### src/rtl/spi_rx_pkg.sv
// Shared types and defaults for the SPI mode-0 peripheral receiver.
package spi_rx_pkg;

    typedef enum logic [0:0] {
        S_IDLE  = 1'b0,
        S_SHIFT = 1'b1
    } spi_rx_state_t;

    localparam int SPI_RX_DEFAULT_SYNC = 2;

endpackage

### src/rtl/comparator_eq.sv
// Combinational equality comparator.
module comparator_eq #(
    parameter int W = 8
) (
    input  logic [W-1:0] a_i,
    input  logic [W-1:0] b_i,
    output logic         eq_o
);

    assign eq_o = (a_i == b_i);

endmodule

### src/rtl/synchronizer.sv
// Single-bit multi-flop synchronizer with a selectable reset level.
module synchronizer #(
    parameter int   STAGES  = 2,
    parameter logic RST_VAL = 1'b0
) (
    input  logic clk,
    input  logic rst,
    input  logic d_i,
    output logic q_o
);

    logic [STAGES-1:0] ff_q;

    always_ff @(posedge clk) begin
        if (rst) begin
            ff_q <= {STAGES{RST_VAL}};
        end else begin
            ff_q <= {ff_q[STAGES-2:0], d_i};
        end
    end

    assign q_o = ff_q[STAGES-1];

endmodule

### src/rtl/spi_peripheral_rx.sv
// SPI mode-0 peripheral receiver: oversampled, MSB-first, valid/ready output.
// Optional o_word_count output is enabled with the SPI_RX_WORD_COUNT_EN macro.
module spi_peripheral_rx
    import spi_rx_pkg::*;
#(
    parameter int N           = 8,
    parameter int SYNC_STAGES = SPI_RX_DEFAULT_SYNC
) (
    input  logic         clk,
    input  logic         rst,
    input  logic         sclk,
    input  logic         csb,
    input  logic         mosi,
    input  logic         dcx,
    output logic [N-1:0] o_data,
    output logic         o_dcx,
    output logic         o_valid,
    input  logic         i_ready,
    output logic         o_overrun,
    output logic         o_frame_err
`ifdef SPI_RX_WORD_COUNT_EN
    ,
    output logic [15:0]  o_word_count
`endif
);

    localparam int            CW   = $clog2(N);
    localparam logic [CW-1:0] LAST = CW'(N - 1);

    logic sync_sclk, sync_csb, sync_mosi, sync_dcx;

    synchronizer #(.STAGES(SYNC_STAGES), .RST_VAL(1'b0)) u_sync_sclk (
        .clk(clk), .rst(rst), .d_i(sclk), .q_o(sync_sclk)
    );
    // Chip select idles high, so its chain resets to the deasserted level.
    synchronizer #(.STAGES(SYNC_STAGES), .RST_VAL(1'b1)) u_sync_csb (
        .clk(clk), .rst(rst), .d_i(csb), .q_o(sync_csb)
    );
    synchronizer #(.STAGES(SYNC_STAGES), .RST_VAL(1'b0)) u_sync_mosi (
        .clk(clk), .rst(rst), .d_i(mosi), .q_o(sync_mosi)
    );
    synchronizer #(.STAGES(SYNC_STAGES), .RST_VAL(1'b0)) u_sync_dcx (
        .clk(clk), .rst(rst), .d_i(dcx), .q_o(sync_dcx)
    );

    spi_rx_state_t state_q, state_d;
    logic [CW-1:0] cnt_q, cnt_d;
    logic [N-2:0]  shift_q, shift_d;
    logic          prev_sclk_q;
    logic [N-1:0]  data_q, data_d;
    logic          dcx_q, dcx_d;
    logic          valid_q, valid_d;
    logic          ovr_q, ovr_d;
    logic          ferr_q, ferr_d;
`ifdef SPI_RX_WORD_COUNT_EN
    logic [15:0]   wc_q, wc_d;
`endif

    logic          sclk_rise;
    logic          is_last;
    logic          complete;
    logic          xfer;
    logic [N-1:0]  word_in;

    assign sclk_rise = sync_sclk & ~prev_sclk_q;
    assign word_in   = {shift_q, sync_mosi};
    assign xfer      = valid_q & i_ready;

    comparator_eq #(.W(CW)) u_term_cnt (
        .a_i (cnt_q),
        .b_i (LAST),
        .eq_o(is_last)
    );

    always_comb begin
        state_d  = state_q;
        cnt_d    = cnt_q;
        shift_d  = shift_q;
        ferr_d   = 1'b0;
        complete = 1'b0;
        case (state_q)
            S_IDLE: begin
                if (!sync_csb) begin
                    state_d = S_SHIFT;
                    cnt_d   = '0;
                end
            end
            S_SHIFT: begin
                if (sync_csb) begin
                    // Deselect mid-word drops the partial word.
                    state_d = S_IDLE;
                    ferr_d  = (cnt_q != '0);
                    cnt_d   = '0;
                end else if (sclk_rise) begin
                    shift_d = word_in[N-2:0];
                    if (is_last) begin
                        cnt_d    = '0;
                        complete = 1'b1;
                    end else begin
                        cnt_d = cnt_q + CW'(1);
                    end
                end
            end
            default: begin
                state_d = S_IDLE;
                cnt_d   = '0;
            end
        endcase
    end

    always_comb begin
        data_d  = data_q;
        dcx_d   = dcx_q;
        valid_d = valid_q;
        ovr_d   = ovr_q;
        if (complete) begin
            if (!valid_q || i_ready) begin
                data_d  = word_in;
                dcx_d   = sync_dcx;
                valid_d = 1'b1;
            end else begin
                // Held word wins; the new word is lost and flagged.
                ovr_d = 1'b1;
            end
        end else if (xfer) begin
            valid_d = 1'b0;
        end
    end

`ifdef SPI_RX_WORD_COUNT_EN
    always_comb begin
        wc_d = wc_q;
        if (xfer) begin
            wc_d = wc_q + 16'd1;
        end
    end
`endif

    always_ff @(posedge clk) begin
        if (rst) begin
            state_q     <= S_IDLE;
            cnt_q       <= '0;
            shift_q     <= '0;
            prev_sclk_q <= 1'b0;
            data_q      <= '0;
            dcx_q       <= 1'b0;
            valid_q     <= 1'b0;
            ovr_q       <= 1'b0;
            ferr_q      <= 1'b0;
`ifdef SPI_RX_WORD_COUNT_EN
            wc_q        <= '0;
`endif
        end else begin
            state_q     <= state_d;
            cnt_q       <= cnt_d;
            shift_q     <= shift_d;
            prev_sclk_q <= sync_sclk;
            data_q      <= data_d;
            dcx_q       <= dcx_d;
            valid_q     <= valid_d;
            ovr_q       <= ovr_d;
            ferr_q      <= ferr_d;
`ifdef SPI_RX_WORD_COUNT_EN
            wc_q        <= wc_d;
`endif
        end
    end

    assign o_data      = data_q;
    assign o_dcx       = dcx_q;
    assign o_valid     = valid_q;
    assign o_overrun   = ovr_q;
    assign o_frame_err = ferr_q;
`ifdef SPI_RX_WORD_COUNT_EN
    assign o_word_count = wc_q;
`endif

endmodule

### config.mk
export PLATFORM = sky130hd
export DESIGN_NAME = spi_peripheral_rx
export DESIGN_NICKNAME = d
export VERILOG_FILES = /design/src/rtl/spi_rx_pkg.sv /design/src/rtl/comparator_eq.sv /design/src/rtl/synchronizer.sv /design/src/rtl/spi_peripheral_rx.sv
export SDC_FILE = /design/constraint.sdc
export NUM_CORES = 1
export LEC_CHECK = 0
export ABC_CLOCK_PERIOD_IN_PS = 1500
export BUFFER_PORTS_ARGS = -buffer_cell sky130_fd_sc_hd__buf_4
export CORE_ASPECT_RATIO = 0.8
export CORE_MARGIN = 4
export CORE_UTILIZATION = 40
export CTS_BUF_LIST = sky130_fd_sc_hd__clkbuf_8 sky130_fd_sc_hd__clkbuf_16
export CTS_CLUSTER_SIZE = 20
export DETAILED_ROUTE_END_ITERATION = 10
export SETUP_SLACK_MARGIN = 0.05
export SLEW_MARGIN = 15
export SYNTH_ARGS = -nofsm -noshare
export SYNTH_HDL_FRONTEND = slang
export SYNTH_SLANG_ARGS = --single-unit
### constraint.sdc
create_clock -name clk -period 1.5 [get_ports clk]
set_input_delay 0.15 -clock clk [delete_from_list [all_inputs] [get_ports clk]]
set_output_delay 0.15 -clock clk [all_outputs]
set_load 0.01 [all_outputs]
* Word level (Yosys, flattened, before mapping) *
Index checks and enable logic that the tools add are counted.

cells by class
  $add $sub $neg = 1
  equality and inequality tests = 4
  multiplexer cells = 13
  bitwise logic cells = 6
  reduce and logical (&&, ||, !) cells = 10

operators with widths
  operator                                                                 count
  3-bit 2-to-1 mux                                                         4
  1-bit 2-to-1 mux                                                         8
  2-bit AND reduction                                                      4
  3-bit case mux with 2 select lines                                       1
  1-bit NOT                                                                4
  3-bit by 1-bit adder with 3-bit output, second input constant            1
  3-bit == test, second input constant                                     1
  3-bit by 1-bit inequality test with 1-bit output, second input constant  1
  3-bit AND reduction                                                      1
  3-bit nonzero test                                                       1
  3-bit OR reduction                                                       1
  1-bit bitwise AND                                                        2
  2-bit by 1-bit inequality test with 1-bit output, second input constant  1
  2-bit inequality test, second input constant                             1
  2-bit nonzero test                                                       1
  1-bit zero test                                                          1
  1-bit logical OR                                                         1

storage, ports and cells
  register bits after elaboration = 32
  bits of input ports = 7
  output and inout port bits = 12

* Logic depth before layout (Yosys ltp) *
Gate-level depths: netlist (run 1).

  depth in word-level cells = 7
  depth in mapped cells = 5

* Hierarchy *
From an unflattened synthesis (run 1), not the netlist that was laid out.

unflattened totals
  cell total of the unflattened synthesis = 132
  area total of the unflattened synthesis = 1296.2 µm²

modules (own cells, without submodules)
  module             instances  cells each  area an instance (µm²)
  spi_peripheral_rx  1          112         1049.8
  synchronizer       4          4           52.6
  comparator_eq      1          4           36.3

* Worst setup path before layout (run 1) *
No wires, ideal clock.

  path kind = register to register
  start = reg cnt_q[0]
  end = reg cnt_q[0]
  setup time = 0.087 ns
  data arrival time = 1.200 ns
  data required time = 1.413 ns
  setup slack = 0.213 ns
  cell stages (with the launch flop) = 5
  period minus slack after synthesis = 1.287 ns
  cell sequence = dfxtp_1 ha_1 ha_1 or4_1 o31ai_1

between the ends
  word-level cells in the longest chain between the ends = 5

ends and longest elaborated chain
  what                                                                            RTL line                                       source
  start, declared                                                                 spi_peripheral_rx.sv:47                        logic [CW-1:0] cnt_q, cnt_d;
  start signal, assigned                                                          spi_peripheral_rx.sv:155                       cnt_q <= cnt_d;
  3-bit by 1-bit adder with 3-bit output / 3-bit == test (equally long branches)  spi_peripheral_rx.sv:100, comparator_eq.sv:10
  3-bit 2-to-1 mux (*)                                                            spi_peripheral_rx.sv:96                        if (is_last) begin
  3-bit 2-to-1 mux (*)                                                            spi_peripheral_rx.sv:94                        end else if (sclk_rise) begin
  3-bit 2-to-1 mux (*)                                                            spi_peripheral_rx.sv:89                        if (sync_csb) begin
  3-bit case mux with 2 select lines (*)                                          spi_peripheral_rx.sv:81                        case (state_q)

Mark *: on every way between the ends. The rest lies on a longest branch, timed or not. The select of a mux whose other input is x is not followed.
A chain may end at the register's enable or synchronous reset.

* Final worst setup path (run 1) *
  start = reg cnt_q[0]
  end = reg data_q[6], in the netlist o_data[6]

between the ends
  word-level cells in the longest chain between the ends = 6

ends and longest elaborated chain
  what                           RTL line                  source
  3-bit == test                  comparator_eq.sv:10       assign eq_o = (a_i == b_i);
  1-bit 2-to-1 mux               spi_peripheral_rx.sv:96
  1-bit 2-to-1 mux               spi_peripheral_rx.sv:94
  1-bit 2-to-1 mux               spi_peripheral_rx.sv:89
  1-bit 2-to-1 mux               spi_peripheral_rx.sv:81
  2-bit AND reduction (no line)  -
  end signal, assigned           spi_peripheral_rx.sv:158  data_q <= data_d;
  end, declared                  spi_peripheral_rx.sv:50   logic [N-1:0] data_q, data_d;

No other way between the ends.

==> results of run 1 <==
worst max path at each step:
stage / from / end / slack [ns]
final: cnt_q[0]$_SDFFE_PP0P_ / o_data[6]$_SDFFE_PP0P_ / 0.13
after global routing: cnt_q[1]$_SDFFE_PP0P_ / o_data[2]$_SDFFE_PP0P_ / 0.03
after CTS: cnt_q[1]$_SDFFE_PP0P_ / o_data[7]$_SDFFE_PP0P_ / 0.11
after detailed placement: cnt_q[1]$_SDFFE_PP0P_ / o_data[7]$_SDFFE_PP0P_ / 0.13
after global placement: cnt_q[0]$_SDFFE_PP0P_ / cnt_q[0]$_SDFFE_PP0P_ / 0.18
after floorplan: cnt_q[0]$_SDFFE_PP0P_ / cnt_q[0]$_SDFFE_PP0P_ / 0.21
worst reg2reg max path, stage by stage, from the launching register on:
cell,delay [ns]
sky130_fd_sc_hd__dfxtp_2,0.34
sky130_fd_sc_hd__ha_1,0.15
sky130_fd_sc_hd__ha_2,0.20
sky130_fd_sc_hd__nor3b_4,0.24
sky130_fd_sc_hd__buf_4,0.19
sky130_fd_sc_hd__mux2i_1,0.18
logic make-up after synthesis:
| kind of cell | count (synthesis) | share of synthesized area [%] |
|---|---|---|
| AND/OR/NAND/NOR | 58 | 27.2 |
| flip-flops | 32 | 52.1 |
| AO/OA/AOI/OAI | 13 | 6.21 |
| buffers and inverters | 9 | 4.07 |
| multiplexers | 9 | 7.33 |
| adder cells (fa/ha/maj) | 3 | 3.06 |
layout make-up:
type                    count  area [um^2]
flip-flops and latches     32          643
inverters                   2         7.51
repair buffers             21          161
fillers                   276         1350
multi-input cells          83          547
well taps                  38         47.5
clock inverters             2         10.0
clock buffers               6         82.6
cells in the final DEF, fill, tap and decap left out, drive strengths merged:
master,n
nor3b,1
a31oi,1
nor3,1
mux2i,9
o2bb2ai,2
ha,3
nor2,4
nand2,15
nand4bb,1
o31ai,1
nor2b,10
and4bb,1
nand2b,21
and2b,1
inv,2
a21oi,9
clkinv,2
or4,1
dfxtp,32
or2,2
clkbuf,6
buf,21
through the flow:
step	cell area [um^2]	total power (W)	cells
final	1500	0.00160	184
after global routing	1500	0.00165	184
after CTS	1480	0.00162	183
after detailed placement	1380	0.000932	175
after global placement	1380	0.000931	175
after floorplan	1230	0.000915	124
what timing repair did:
item                                    4_1_cts  5_1_grt
endpoints found under the hold margin         0        0
endpoints found under the setup margin        0        9
resized for setup                             0        7
hold buffers                                  0        0
state kept, by name (all words and copies together) (netlist names), 2 cells and up:
register and flops:
o_data 8, shift_q 7, cnt_q 3, u_sync_csb.ff_q 2, u_sync_dcx.ff_q 2, u_sync_mosi.ff_q 2, u_sync_sclk.ff_q 2
report_power, final:
part	internal, W	switching (W)
logic	0.0000264	0.0000193
clock network	0.000366	0.000318
registers	0.000861	0.00000503
metal layers:
metal / up-vias / wire length [um] / GRT usage, % / share of wire (%)
li1: 444 / - / - / -
met1: 395 / 987 / 13.0 / 47
met2: 16 / 969 / 17.8 / 46
met3: 5 / 101 / 3.87 / 4.8
met4: 0 / 46 / 6.56 / 2.2
met5: - / 0 / 0 / 0
==> flow_results.org, run 1 <==
** Outcome
- The run finished with clean final reports.

** Synth
- Number of warnings issued by yosys :: 0
- Leading cell types by total area after synthesis :: sky130_fd_sc_hd__dfxtp_1, sky130_fd_sc_hd__nand2b_1, sky130_fd_sc_hd__mux2i_1
- Top-count cell post-synth :: sky130_fd_sc_hd__dfxtp_1
- Top cell type's share of synthesized area :: 52.1%
- Most common library cells after synthesis :: sky130_fd_sc_hd__dfxtp_1, sky130_fd_sc_hd__nand2b_1, sky130_fd_sc_hd__nand2_1, sky130_fd_sc_hd__nor2b_1
- Mean cell area of the mapped netlist :: 9.91 um^2
- Most used DFF post-synth :: sky130_fd_sc_hd__dfxtp_1
- Share of synthesized area occupied by flip-flops and latches :: 52.1%
- Number of instances in the synthesized netlist :: 124
- In the synthesized netlist the async set-or-reset flop fraction comes to 0%.
- Number of enable flip-flop cells after synthesis :: 0
- Synthesized Nets :: 134
- The synthesized design contains 32 register bits.
- Count of cell types in the netlist :: 22
- Area of the mapped netlist :: 0.00123 mm^2
- Summed over all instances, the cell type with the most area after synthesis is sky130_fd_sc_hd__dfxtp_1.

** Critical path
- Reg2reg path depth :: 5
- The critical path crosses 5 cells after its start point.
- Largest driver fanout on the critical path :: 4
- On the critical path the largest part of the delay comes from adder cells.
- Critical-path top delay cell :: sky130_fd_sc_hd__dfxtp_2
- The number of buffers and inverters on the critical path is 1.
- Slowest stage delay, CP :: 0.34 ns
- For the worst setup path, the data arrival time is 1.58 ns.
- Worst Path Class, Setup :: flop to flop
- Critical-path cell list :: ha_1, ha_2, nor3b_4, buf_4, mux2i_1
- In this run the critical register-to-register path is launched from cnt_q[0]$_SDFFE_PP0P_.
- The worst register-to-register path ends at o_data[6]$_SDFFE_PP0P_.
- Nature of the critical path startpoint :: flop
- Across all register-to-register paths, the minimum setup slack is 0.13 ns.
- Required time at the worst-slack endpoint :: 1.72 ns
- STA classifies the critical path endpoint as a flop.

** Finish
- N_diodes :: 0
- Area growth, synth to finish :: 22.0%
- Final cell utilization of the core :: 52.6%
- After the last flow step, the layout net total stands at 155.
- Of the cells placed in the final design, the portion with a size suffix greater than 1 is 24.7%.

** Global route
- Residual overflow from global routing :: 0
- Largest net degree at the start of global routing :: 44
- For this run, the total global-route usage over all layers was measured as 11.1%.
- Wire length of the first global-routing pass :: 3.53 mm
- Vias in the first global route :: 830
- Initial antenna violation count :: 0

** CTS
- Clock transition at path regs :: 0.07 ns
- The later pin in the worst-skew pair is clocked with a latency of 0.28 ns.
- In this run the post-CTS setup repair buffer count came out at 0.
- Number of buffers between clock root and the deepest sink :: 2
- CTS tree :: built
- Number of buffers created by CTS :: 5
- Level count of the clock H-tree :: 2
- Sinks on the clock net :: 32
- Clock tree synthesis selected as its root buffer the cell sky130_fd_sc_hd__clkbuf_8.

** STA
- Worst slew margin relative to its limit :: 77.4%
- Slew Viols, Final :: 0
- Static timing analysis puts the maximum clock frequency at 732 MHz.
- The number of hold violations in the final report was 0.
- Setup repair after global routing left no endpoint under its margin.
- Skew final :: 0.00533 ns
- Total setup violations reported at the end of the flow :: 0
- The tightest hold path in the finished design has a slack of 0.0484 ns.
- Period utilisation layout :: 91.0%
- Final worst path period need :: 1.37 ns
- For the pin with the worst max-slew slack, the measured transition is 0.339 ns.
- Setup slack closes at 0.135 ns.
- Setup total negative slack on the finished layout was measured at 0 ns.

** Floorplanning
- The core region is 0.00285 mm^2.
- The die covers 0.00403 mm^2.
- I/O Pins :: 19
- The die is 70.0 um wide.
- Starting Density :: 43.1%
- Die height :: 57.6 um
- Cell row count :: 17

** Placed design
- Buffers placed on the I/O ports in this run total 18.
- Global placer's final weighted congestion :: 0.707
- After legalization and detailed placement, the total HPWL measured 1.33 mm.
- Pre-CTS setup slack :: 0.127 ns

** Route
- Detailed router's first-iteration violation count :: 52
- The first detailed-routing pass took 4 iterations.
- Vias per std cell :: 4.67
- In the routed design, unresolved DRC markers number 0.
- Number of nets with antenna violations after detailed routing :: 0
- For this block, the routed nets add up to 2.10 mm of wire.
- In the final routed layout, each cell accounts on average for 11.4 um.
- Vias after detailed routing :: 860

** Power and ir drop
- Worst voltage drop across the vdd grid :: 633 uV
- Cell leakage power :: 0.557 nW
- Total power density per cell area :: 1060 mW/mm^2

** Hold path
- The worst hold path begins at csb.
- For hold timing, the worst endpoint is u_sync_csb.ff_q[0]$_SDFF_PP1_.
- The worst hold path was traced through 2 stages.
- In this run the worst hold path is classified as input pin to flop.

** Flow run
- Maximum capacitance violations :: 0
No activity file was read; power rests on OpenSTA's default activity.
==> run 2, diff against run 1 <==
--- a/config.mk
+++ b/config.mk
@@ -13,6 +13,7 @@
 export CTS_BUF_LIST = sky130_fd_sc_hd__clkbuf_8 sky130_fd_sc_hd__clkbuf_16
 export CTS_CLUSTER_SIZE = 20
 export DETAILED_ROUTE_END_ITERATION = 10
+export PLACE_DENSITY = 0.64
 export SETUP_SLACK_MARGIN = 0.05
 export SLEW_MARGIN = 15
 export SYNTH_ARGS = -nofsm -noshare
==> flow_results.org, run 2 (synthesis results as in run 1) <==
** Outcome
- Result of the run: finished clean (unchanged).

** Finish
- Number of flip-flops under the largest register name :: 8 (unchanged)
- N_diodes :: 0 (unchanged)
- Nets :: 155 (unchanged)
- Area growth, synth to finish :: 21.3% (was 22.0%)
- Leading cell type in the layout, fill and taps excluded :: sky130_fd_sc_hd__dfxtp_1 (unchanged)
- The post-route standard cell area excluding fillers is 0.00149 mm^2 (was 0.00150 mm^2).
- Most used cells in the layout excluding fill and tap cells: sky130_fd_sc_hd__dfxtp_1, sky130_fd_sc_hd__nand2b_1, sky130_fd_sc_hd__buf_4 (unchanged).
- The post-layout instance count excluding filler cells was 181 (was 184).
- Layout cell share with drive strength beyond 1 :: 23.8% (was 24.7%)

** Critical path
- Origin of the critical flop-to-flop path :: cnt_q[0]$_SDFFE_PP0P_ (unchanged)
- The type of the setup path with the least slack is flop to flop (unchanged).
- Terminus of the critical flop-to-flop path :: cnt_q[0]$_SDFFE_PP0P_ (was o_data[6]$_SDFFE_PP0P_)
- The startpoint class of the critical path is a flop (unchanged).
- The arrival time of data at the critical path endpoint is 1.58 ns (about the same).
- Reg2reg path depth :: 4 (was 5)
- The peak fanout along the critical path was 4 (unchanged).
- The register-to-register path setup slack came to 0.11 ns (was 0.13 ns).
- The capturing element type of the critical path is a flop (unchanged).
- Required time at the worst-slack endpoint :: 1.69 ns (was 1.72 ns)

** Floorplanning
- Floorplan die area :: 0.00403 mm^2 (unchanged)
- The core footprint was 0.00285 mm^2 (unchanged).
- Die height :: 57.6 um (unchanged)
- Cell row count :: 17 (unchanged)
- Starting Density :: 43.1% (unchanged)
- The die outline width came to 70.0 um (unchanged).
- I/O Pins :: 19 (unchanged)

** STA
- The relative max-transition margin is 77.3% (was 77.4%).
- The total negative slack was 0 ns (unchanged).
- RSZ-0062 raised after global routing: no (unchanged).
- Final Hold Violating Endpoints :: 0 (unchanged)
- Total setup violations reported at the end of the flow :: 0 (unchanged)
- Worst-Margin Slew :: 0.341 ns (was 0.339 ns)
- The final hold slack came to 0.0509 ns (was 0.0484 ns).
- The portion of the clock cycle consumed by the worst path in the final layout came to 92.5% (was 91.0%).
- Fmax achieved :: 720 MHz (was 732 MHz)
- The worst clock skew on the final layout came to 0.00740 ns (was 0.00533 ns).
- The time the final worst path needs with I/O delays and setup is 1.39 ns (was 1.37 ns).
- Slew Viols, Final :: 0 (unchanged)

** Route
- The DRC violation count after routing was 0 (unchanged).
- Detailed Route WL :: 2.19 mm (was 2.10 mm)
- Detailed router's first-iteration violation count :: 35 (was 52)
- Number of nets with antenna violations after detailed routing :: 0 (unchanged)
- The via count of the routed design came to 877 (was 860).
- Vias per std cell :: 4.85 (was 4.67)
- Count of TritonRoute iterations in the first routing pass :: 4 (unchanged)
- WL/cell :: 12.1 um (was 11.4 um)

** Global route
- Initial antenna violation count :: 0 (unchanged)
- Residual overflow from global routing :: 0 (unchanged)
- Global router's overall resource usage :: 11.8% (was 11.1%)
- The via count of the first global-routing pass came to 774 (was 830).
- Largest net degree at the start of global routing :: 44 (unchanged)
- The first-pass GRT wire length is 3.57 mm (was 3.53 mm).

** Hold path
- Cell depth of the worst hold path :: 2 (unchanged)
- The path type of the worst min-delay path is input pin to flop (unchanged).
- The start point of the worst min-delay path is csb (unchanged).
- The worst hold path endpoint was u_sync_csb.ff_q[0]$_SDFF_PP1_ (unchanged).

** CTS
- The TritonCTS clock tree is built (unchanged).
- Clock insertion delay at the later pin of the skew report :: 0.28 ns (about the same)
- Clock transition at path regs :: 0.06 ns (was 0.07 ns)
- Sinks on the clock net :: 32 (unchanged)
- Number of buffers created by CTS :: 5 (unchanged)
- Root cell of the clock tree :: sky130_fd_sc_hd__clkbuf_8 (unchanged)
- Level count of the clock H-tree :: 2 (unchanged)
- The number of hold buffers added after cts was 0 (unchanged).
- The maximum root-to-sink buffer count came to 2 (unchanged).

** Placed design
- The detailed-placement wirelength estimate is 1.39 mm (was 1.33 mm).
- Global placer's final weighted congestion :: 0.683 (was 0.707)
- The post-detailed-placement cell area is 0.00138 mm^2 (unchanged).
- The count of port buffers added during placement is 18 (unchanged).
- The cell total after placement was 175 (unchanged).

** Flow run
- The number of violations of the max-capacitance limit came to 0 (unchanged).

** Power and ir drop
- Cell leakage power :: 0.543 nW (was 0.557 nW)
- The maximum ir drop on the vdd rail came to 515 uV (was 633 uV).
- Pwr Total :: 0.00149 W (was 0.00160 W)
- The power density over the cells is 1000 mW/mm^2 (was 1060 mW/mm^2).
## run 2: cell types whose count changed in the layout (fill, tap and decap cells not counted)
cell	before	now
sky130_fd_sc_hd__nand4bb_1	1	0
sky130_fd_sc_hd__ha_4	0	1
sky130_fd_sc_hd__nand4bb_2	0	1
sky130_fd_sc_hd__clkbuf_8	6	5
sky130_fd_sc_hd__ha_2	1	0
sky130_fd_sc_hd__clkinv_2	2	0
## run 2: final cells by class
type	count	area (um^2)
inverter	2	7.51
clock buffer	5	68.8
fill	283	1360
tap	38	47.5
timing repair buffer	21	161
sequential	32	643
multi-input combinational	83	562
## run 2: how the worst max path moves through the flow
| stage | startpoint | cells after the start | endpoint |
|---|---|---|---|
| after floorplan | cnt_q[0]$_SDFFE_PP0P_ | 4 | cnt_q[0]$_SDFFE_PP0P_ |
| after global placement | cnt_q[0]$_SDFFE_PP0P_ | 4 | cnt_q[0]$_SDFFE_PP0P_ |
| after detailed placement | cnt_q[1]$_SDFFE_PP0P_ | 5 | o_data[7]$_SDFFE_PP0P_ |
| after CTS | cnt_q[1]$_SDFFE_PP0P_ | 5 | o_data[7]$_SDFFE_PP0P_ |
| after global routing | cnt_q[1]$_SDFFE_PP0P_ | 5 | o_data[7]$_SDFFE_PP0P_ |
| final | cnt_q[0]$_SDFFE_PP0P_ | 4 | cnt_q[0]$_SDFFE_PP0P_ |
## run 2: power by group
group | internal (W) | total [W] | switching (W) | leakage [nW]
Combinational | 0.0000267 | 0.0000461 | 0.0000194 | 0.246
Clock | 0.000298 | 0.000577 | 0.000279 | 0.0359
Sequential | 0.000862 | 0.000867 | 0.00000524 | 0.261
## run 2: layer usage
layer / wire length [um] / share of wire (%) / global-route usage [%]
met5: 0 / 0 / 0
met4: 49 / 2.2 / 5.74
met3: 152 / 6.9 / 7.04
met2: 1020 / 46 / 17.5
met1: 975 / 44 / 13.6
## run 2: critical path, cell delays in order, from the launching register on
cell and delay (ns):
sky130_fd_sc_hd__dfxtp_2 0.33, sky130_fd_sc_hd__ha_1 0.24, sky130_fd_sc_hd__ha_4 0.19, sky130_fd_sc_hd__or4_1 0.47
sky130_fd_sc_hd__o31ai_1 0.08
## run 2: per-stage QoR
step                      utilization [%]  worst slack (ns)
after floorplan                         -             0.213
after global placement               48.6             0.185
after detailed placement             48.6            0.0811
after CTS                            51.0            0.0590
after global routing                 52.3            0.0397
final                                52.3             0.112
## run 2: what timing repair did
action / CTS / global route
gates resized for setup: 0 / 9
endpoints found under the hold margin: 0 / 0
setup endpoints to repair: 0 / 10
setup buffers: 0 / 0
